**src/rtl/lfsr_seq_gen.sv**
```systemverilog
// lfsr_seq_gen
//   Parametrised Fibonacci LFSR with runtime seed load, zero-state lockup
//   recovery and hardware period measurement.
//
// Ports
//   clk       in   rising-edge clock
//   reset_n   in   asynchronous active-low reset
//   en        in   advance the LFSR one step per clock
//   load      in   load seed this cycle (priority over en)
//   seed      in   [WIDTH]  seed value sampled when load=1
//   state     out  [WIDTH]  current LFSR register
//   out_bit   out  serial output, state[WIDTH-1]
//   fb_bit    out  feedback of the current state, ^(state & TAPS)
//   wrap      out  one-cycle pulse when a step returns state to the reference seed
//   lockup    out  one-cycle pulse on rejected zero seed or zero-state recovery
//   step_cnt  out  [WIDTH]  steps since last load, reset or wrap
//   period    out  [WIDTH]  sequence length captured at the last wrap
module lfsr_seq_gen #(
  parameter int               WIDTH      = 4,
  parameter logic [WIDTH-1:0] TAPS       = 4'b1100,
  parameter logic [WIDTH-1:0] RESET_SEED = 4'b1001
) (
  input  logic             clk,
  input  logic             reset_n,
  input  logic             en,
  input  logic             load,
  input  logic [WIDTH-1:0] seed,
  output logic [WIDTH-1:0] state,
  output logic             out_bit,
  output logic             fb_bit,
  output logic             wrap,
  output logic             lockup,
  output logic [WIDTH-1:0] step_cnt,
  output logic [WIDTH-1:0] period
);

  logic [WIDTH-1:0] state_q,    state_d;
  logic [WIDTH-1:0] ref_seed_q, ref_seed_d;
  logic [WIDTH-1:0] step_cnt_q, step_cnt_d;
  logic [WIDTH-1:0] period_q,   period_d;
  logic             wrap_q,     wrap_d;
  logic             lockup_q,   lockup_d;

  logic             fb;
  logic [WIDTH-1:0] state_next;

  assign fb         = ^(state_q & TAPS);
  assign state_next = {state_q[WIDTH-2:0], fb};

  always_comb begin
    state_d    = state_q;
    ref_seed_d = ref_seed_q;
    step_cnt_d = step_cnt_q;
    period_d   = period_q;
    wrap_d     = 1'b0;
    lockup_d   = 1'b0;

    if (load) begin
      // A zero seed would lock the register; substitute the reset seed.
      if (seed != '0) begin
        state_d    = seed;
        ref_seed_d = seed;
      end else begin
        state_d    = RESET_SEED;
        ref_seed_d = RESET_SEED;
        lockup_d   = 1'b1;
      end
      step_cnt_d = '0;
      period_d   = '0;
    end else if (en) begin
      if (state_q == '0) begin
        // Only reachable with a degenerate tap set; recover without a wrap.
        state_d    = RESET_SEED;
        lockup_d   = 1'b1;
        step_cnt_d = '0;
      end else begin
        state_d = state_next;
        if (state_next == ref_seed_q) begin
          wrap_d     = 1'b1;
          period_d   = step_cnt_q + WIDTH'(1);
          step_cnt_d = '0;
        end else begin
          step_cnt_d = step_cnt_q + WIDTH'(1);
        end
      end
    end
  end

  always_ff @(posedge clk or negedge reset_n) begin
    if (!reset_n) begin
      state_q    <= RESET_SEED;
      ref_seed_q <= RESET_SEED;
      step_cnt_q <= '0;
      period_q   <= '0;
      wrap_q     <= 1'b0;
      lockup_q   <= 1'b0;
    end else begin
      state_q    <= state_d;
      ref_seed_q <= ref_seed_d;
      step_cnt_q <= step_cnt_d;
      period_q   <= period_d;
      wrap_q     <= wrap_d;
      lockup_q   <= lockup_d;
    end
  end

  assign state    = state_q;
  assign out_bit  = state_q[WIDTH-1];
  assign fb_bit   = fb;
  assign wrap     = wrap_q;
  assign lockup   = lockup_q;
  assign step_cnt = step_cnt_q;
  assign period   = period_q;

endmodule

```
**config.mk**
```make
export PLATFORM = sky130hd
export DESIGN_NAME = lfsr_seq_gen
export DESIGN_NICKNAME = d
export VERILOG_FILES = /design/src/rtl/lfsr_seq_gen.sv
export SDC_FILE = /design/constraint.sdc
export NUM_CORES = 1
export LEC_CHECK = 0
export CAP_MARGIN = 25
export CELL_PAD_IN_SITES_DETAIL_PLACEMENT = 0
export CELL_PAD_IN_SITES_GLOBAL_PLACEMENT = 1
export CORE_MARGIN = 1
export CORE_UTILIZATION = 39
export CTS_CLUSTER_SIZE = 20
export DETAILED_ROUTE_END_ITERATION = 16
export PLACE_DENSITY = 0.9
export REMOVE_ABC_BUFFERS = 1
export SLEW_MARGIN = 20
export SYNTH_ARGS = -nofsm -noshare
export SYNTH_HDL_FRONTEND = slang
export SYNTH_SLANG_ARGS = --single-unit
```
**constraint.sdc**
```tcl
create_clock -name clk -period 3.1 [get_ports clk]
set_input_delay 0.62 -clock clk [delete_from_list [all_inputs] [get_ports clk]]
set_output_delay 0.62 -clock clk [all_outputs]
set_load 0.01 [all_outputs]
```
Word-level counts from Yosys, hierarchy flattened
Cells that the tools add are included.
Word-level totals
  bits in latches: 0
  register bits: 18
  memory bits (writable): 0
  bits of input ports: 8
  word-level logic and storage cells: 35
  memories kept: 0
  output and inout port bits: 16
  bits in read-only memories: 0
Operators by class
  div/mod/pow operators: 0
  shift-type cells: 0
  bitwise operators: 0
  add/subtract/negate cells: 1
  $mul: 0
  mux-type cells: 20
  equal/unequal tests: 2
  $lt $le $gt $ge: 0
  reduce and logical (&&, ||, !) cells: 6
Operators with widths (count)
  $mux W4: 12
  $mux W1: 8
  $add A4 B1 Y4 const B: 1
  $eq A4 B4 Y1: 1
  $logic_not A4 Y1: 1
  $reduce_bool A2 Y1: 2
  $reduce_bool A4 Y1: 1
  $reduce_xor A4 Y1: 1
  $reduce_and A3 Y1: 1
  $ne A2 B2 Y1 const B: 1

Longest topological paths before layout
Gate-level depths: netlist of run 1.
  depth in word-level cells: 6
  gate-level depth with buffers: 6
  depth with buffers taken out: 6

Worst setup path before layout of run 1
OpenSTA, ideal clock, no wires.
  kind: register to register
  start point: register state_q[3] (netlist: state[3])
  end point: register period_q[2] (netlist: period[2])
  data arrival time: 1813 ps
  setup time: 87 ps
  required time: 3013 ps
  buffers on the path: 0
  clock period less this slack: 1900 ps
  cell stages (with the launch flop): 7
  slack: 1200 ps
  cell sequence: dfstp_2 > inv_1 > ha_1 > xnor2_2 > nand4_2 > or2_4 > a211oi_2
On the way
  word-level cells in the longest chain between the ends: 4
  elaborated cells on any way between the ends: 6
  classes of those cells: eq/ne (2); reduce/logical (4)
RTL lines
  from (decl): RTL line 37  | logic [WIDTH-1:0] state_q, state_d;
  from (signal assigned): RTL line 98  | state_q <= state_d;
  $reduce_xor A4 Y1: RTL line 47  | assign fb = ^(state_q & TAPS);
  net fb_bit: RTL line 30  | output logic fb_bit,
  $eq A4 B4 Y1: RTL line 78  | if (state_next == ref_seed_q) begin
  $reduce_bool A2 Y1 (no line)
  $reduce_and A3 Y1 (no line)
  to (signal assigned): RTL line 101  | period_q <= period_d;
  to (decl): RTL line 40  | logic [WIDTH-1:0] period_q, period_d;
The timed path passes the listed nets, and every way through them passes these cells.
A chain may end at the register's enable or synchronous reset.

Final worst setup path of run 1
  start point: register state_q[3] (netlist: state[3])
  end point: output fb_bit
On the way
  word-level cells in the longest chain between the ends: 1
RTL lines (RTL line)
  $reduce_xor A4 Y1: 47
  to (decl): 30
Every way passes these cells.

==> results of run 1 <==
power by group through the flow:
stage                     sequential (uW)  clock (uW)  combinational [uW]
after floorplan                       283           0                68.5
after global placement                280           0                 135
after detailed placement              280           0                 136
after CTS                             276         150                 137
after global routing                  279         160                 149
final                                 275         146                 135
final timing paths:
check	from	end	cells after the start
worst min register to register	ref_seed_q[3]$_DFFE_PN1P_	ref_seed_q[3]$_DFFE_PN1P_	2
worst max-delay path	state[3]$_DFFE_PN1P_	fb_bit	3
min in group asynchronous	reset_n	lockup$_DFF_PN0_	1
max in group asynchronous	reset_n	state[1]$_DFFE_PN0P_	1
worst max register to register	state[3]$_DFFE_PN1P_	period[2]$_DFFE_PN0P_	6
worst min-delay path	ref_seed_q[3]$_DFFE_PN1P_	ref_seed_q[3]$_DFFE_PN1P_	2
area by class of cell:
class | count | area, um^2 | area share (%)
Clock buffer | 4 | 36.3 | 2.97
Tap cell | 28 | 35.0 | 2.87
Multi-Input combinational cell | 61 | 435 | 35.6
Timing Repair Buffer | 23 | 230 | 18.8
Inverter | 8 | 30.0 | 2.46
Sequential cell | 18 | 455 | 37.3
per-stage QoR:
step	util, %	instances	area [um^2]	setup slack, ps
after floorplan	-	87	921	1170
after CTS	54.7	142	1220	641
after detailed placement	53.1	138	1190	945
after global placement	53.1	138	1190	978
after global routing	54.7	142	1220	590
final	54.7	142	1220	656
layer usage:
metal | vias up | track usage, % | share of wire (%)
met2 | 22 | 25.7 | 49
met1 | 341 | 20.0 | 46
met3 | 4 | 2.38 | 3.2
met5 | - | 0 | 0
met4 | 0 | 10.2 | 1.3
li1 | 356 | - | -
layout by cell type, fill, tap and decap left out, types with 2 or more instances in the layout:
master / count
clkbuf_4: 3
mux2i_1: 2
nand2_1: 6
nand3b_1: 2
o21ai_0: 14
nor3_1: 3
o22ai_1: 2
inv_1: 8
nor2b_1: 3
dfstp_2: 4
nor2_1: 2
dfrtp_1: 14
nand3_1: 2
xnor2_2: 4
a21oi_1: 2
clkdlybuf4s50_1: 23
nand2b_1: 4
o21ai_1: 3
ha_1: 2
flip-flops by register name, indices dropped and copies added (netlist names):
name / flops
step_cnt: 4
wrap: 1
period: 4
lockup: 1
state: 4
ref_seed_q: 4
tightest hold or removal path, stage by stage (launching register included):
cell     delay (ps)
dfstp_2         400
inv_1            40
o21ai_0          60
kinds of logic after synthesis:
kind of cell / after synthesis / synth area share (%)
mux: 2 / 2.13
flops: 18 / 48.5
xor+xnor: 6 / 8.79
simple gates: 26 / 16.1
fa+ha+maj: 2 / 2.66
buf+inv: 12 / 5.19
compound gates: 25 / 16.6
==> metrics, run 1 <==
n_diodes=0; vias per inst=5.09; die area=between 0.002 and 0.003 mm^2; cts hold-fix bufs=0; largest net degree at the start of global routing=26; Crit Path Category=flip-flop to primary output; Sw Pwr=158 uW; Detail Route Antenna Nets=0; total track usage=roughly 16%; Clock Power Share=a little over a quarter; max-cap violations=0; Min Clock Period, post-route=2440 ps; synthesis-to-finish area growth=30.1%; Final HPWL DP=1360 um; first-pass GRT wire length=about 3000 um; Synth top cells by count=14 x dfrtp_1, 14 x o21ai_0, 8 x inv_1, 6 x nand2_1; CP max stage delay=about 570 ps; Hold Crit Class=flip-flop to flip-flop; post-cts resize count=0; setup_tns=0 ps; Final setup viols=0; Top FF cell, synth=dfrtp_1; clock skew=approximately 4.9 ps; Yosys top cell by area=dfrtp_1; status=complete, no violations; fin crit share=between 70% and 80%; postcts setup bufs=0; Pre-antenna DRT Iters=4; FMAX=409 MHz; synth unique cells=30; placer congestion estimate=approximately 0.82; R2R Setup Slk=between 1000 and 1500 ps; synthesized area per cell=around 10 um^2; Synth area leaders=dfrtp_1 37%, dfstp_2 11%, o21ai_0 7.5%; Post-synth EDFFs=0; clock root buffer=clkbuf_4; synthesized area=about 940 um^2; clk_lat worst skew=between 200 and 300 ps; Slew Limit Fails=0; worst path arrival time=1820 ps; WP buf/inv=2; share of cells above drive strength 1=between 10% and 20%; Synth warnings=0; drt total wl=about 1700 um; Max Root-Sink Buffers=2; WP data required=between 2000 and 2500 ps; # rows=17; worst-path cell chain=inv_1 > ha_1 > clkdlybuf4s50_1; initial antenna violation count=0; top cell type's share of synthesized area=a little under two fifths; fillers=199; Die Wd=between 50 and 60 um; Clk pin slew, worst setup/hold paths=110 ps; CTS Sinks=18; routed len/inst=about 12 um; ys async rst share=between 90% and 100%; die height=around 50 um; layout net count=approximately 130; Post-Syn Instances=just over 90; CTS tree=done; IO Pins=24; internal power=about 400 uW; Critical Path Slowest Stage Cell=dfstp_2; overall via count from detail_route=just over 700; unrepaired setup endpoints after global routing=no; Total Power=556 uW; Seq/Total Area, Yosys=48.5%; switch share=between 20% and 30%; Logic pwr share=24.3%; Initial Utilization=between 40% and 50%; CTS Buf Count=3; Residual DRC=0; register bit total from synthesis=18; Buffers on Ports=23; Power Dens Cells=~460 mW/mm^2; Final Hold Viols=0; sequential power share=~50%; vias in the first global route=around 700; core area=around 0.0022 mm^2; Rel. slew slack=a little under half; worst slew pin tran=790 ps; drt initial violations=15; CP Capture Type=primary output; Worst VDD drop=around 260 uV; WHS=about 500 ps; crit start category=flip-flop; critical path fanouts, max=4; CP top delay family=buffers and inverters; Max H-tree Level=1; P_leak=around 0.00052 uW; total grt overflow=0
Note: power is estimated with default switching activity, not from simulation.
==> run 2: changes to the inputs <==
- CORE_UTILIZATION: 39 -> 32
- PLACE_DENSITY: 0.9 -> 0.8
- clock period: 3.1 -> 2 ns (I/O delays scaled with it)
==> run 2 against run 1 <==
  * Core utilization shrank 8.8 points
  * Die area grew 21%
  * Cell count up 4.9%
  * Clock skew increased by 4.9 ps
==> metrics, run 2 (synthesis results as in run 1) <==
fin crit share=93.2%; CP Capture Type=primary output; vias per inst=about 4.8; Die Wd=56.2 um; Max Root-Sink Buffers=2; postcts setup bufs=0; drt initial violations=5; setup_tns=0 ps; largest net degree at the start of global routing=26; cts hold-fix bufs=0; Final setup viols=0; post-layout instance area=0.00127 mm^2; die height=roughly 56 um; overall via count from detail_route=721; # rows=19; FMAX=536 MHz; CTS Sinks=18; worst reg2reg path startpoint=state[3]$_DFFE_PN1P_; most common library cell in the layout ignoring fill and taps=clkdlybuf4s50_1; worst slew pin tran=a little under 400 ps; WP data required=between 1500 and 2000 ps; placer congestion estimate=a little over 0.7; total grt overflow=0; Rel. slew slack=roughly three quarters; share of cells above drive strength 1=19.5%; core area=approximately 0.0028 mm^2; Crit Path Category=flip-flop to primary output; IO Pins=24; R2R Setup Slk=~200 ps; WHS=around 430 ps; unrepaired setup endpoints after global routing=no; Worst R2R End=period[2]$_DFFE_PN0P_; Final HPWL DP=1420 um; post-route insts no fill=between 100 and 150; Max H-tree Level=1; status=complete, no violations; layout net count=between 100 and 150; Reg2Reg Depth=6; clock skew=~9.8 ps; clock root buffer=clkbuf_4; first-pass GRT wire length=between 3000 and 4000 um; synthesis-to-finish area growth=34.9%; drt total wl=about 1900 um; Hold Crit Class=primary input to async pin; Power Dens Cells=~690 mW/mm^2; Pre-antenna DRT Iters=4; most frequent cells in the layout=22 x clkdlybuf4s50_1, 14 x o21ai_0, 14 x dfrtp_1; Initial Utilization=around a third; Clk pin slew, worst setup/hold paths=~110 ps; Buffers on Ports=23; placed insts=145; Detail Route Antenna Nets=0; clk_lat worst skew=~300 ps; n_diodes=0; P_leak=roughly 0.00054 uW; die area=~0.0032 mm^2; CTS Buf Count=3; max-cap violations=0; critical path fanouts, max=4; Min Clock Period, post-route=1860 ps; CTS tree=done; Residual DRC=0; Slew Limit Fails=0; routed len/inst=~13 um; initial antenna violation count=0; crit start category=flip-flop; worst path arrival time=1460 ps; vias in the first global route=between 700 and 800; dpl cell area=0.00122 mm^2; Final Hold Viols=0; fin util=a little under half; total track usage=between 10% and 20%; Worst VDD drop=approximately 520 uV
==> run 2: changes by cell type in the layout (fill, tap and decap cells not counted) <==
cell | previous run | this run
buf_4 | 0 | 4
dlygate4sd2_1 | 0 | 1
ha_1 | 2 | 1
clkdlybuf4s50_1 | 23 | 22
ha_4 | 0 | 1
==> run 2: what timing repair did <==
| item | CTS | global route |
|---|---|---|
| gates cloned | 0 | 0 |
| endpoints found under the setup margin | 1 | 3 |
| pin swaps | 0 | 1 |
| gates resized for setup | 1 | 1 |
| endpoints found under the hold margin | 0 | 0 |
==> run 2: cell type report <==
cell class,instances,area (um^2)
multi-input cells,61,448
inverters,8,30.0
well taps,31,38.8
fillers,277,1490
clock buffers,4,36.3
repair buffers,27,259
flip-flops and latches,18,455
==> run 2: worst max-delay path: stages (launching register included) <==
cell	delay [ps]
dfstp_2	560
inv_1	60
ha_4	290
dlygate4sd2_1	270
==> run 2: metrics by stage <==
| step | worst slack (ps) | power [uW] |
|---|---|---|
| global placement | 115 | 653 |
| floorplan | 65.8 | 545 |
| detailed placement | 90.0 | 657 |
| global route | 70.7 | 925 |
| CTS | 48.3 | 881 |
| finish | 135 | 877 |
==> run 2: where the power goes <==
part           total (uW)  internal [uW]  switching, uW
sequential            425            396           28.6
combinational         226            120            106
clock                 226            111            115
==> run 2: how the worst max path moves through the flow <==
stage / cells after the start / to / start / slack [ps]
after floorplan: 6 / period[2]$_DFFE_PN0P_ / state[3]$_DFFE_PN1P_ / 70
after global placement: 3 / fb_bit / state[3]$_DFFE_PN1P_ / 120
after detailed placement: 6 / period[0]$_DFFE_PN0P_ / state[3]$_DFFE_PN1P_ / 90
after CTS: 3 / fb_bit / state[3]$_DFFE_PN1P_ / 50
after global routing: 3 / fb_bit / state[3]$_DFFE_PN1P_ / 70
final: 3 / fb_bit / state[3]$_DFFE_PN1P_ / 140
==> run 2: routing by layer <==
metal  global-route usage (%)  wire length [um]
met1                     17.5               913
met2                     22.3               897
met3                     2.79                69
met4                     4.18                19
met5                        0                 0
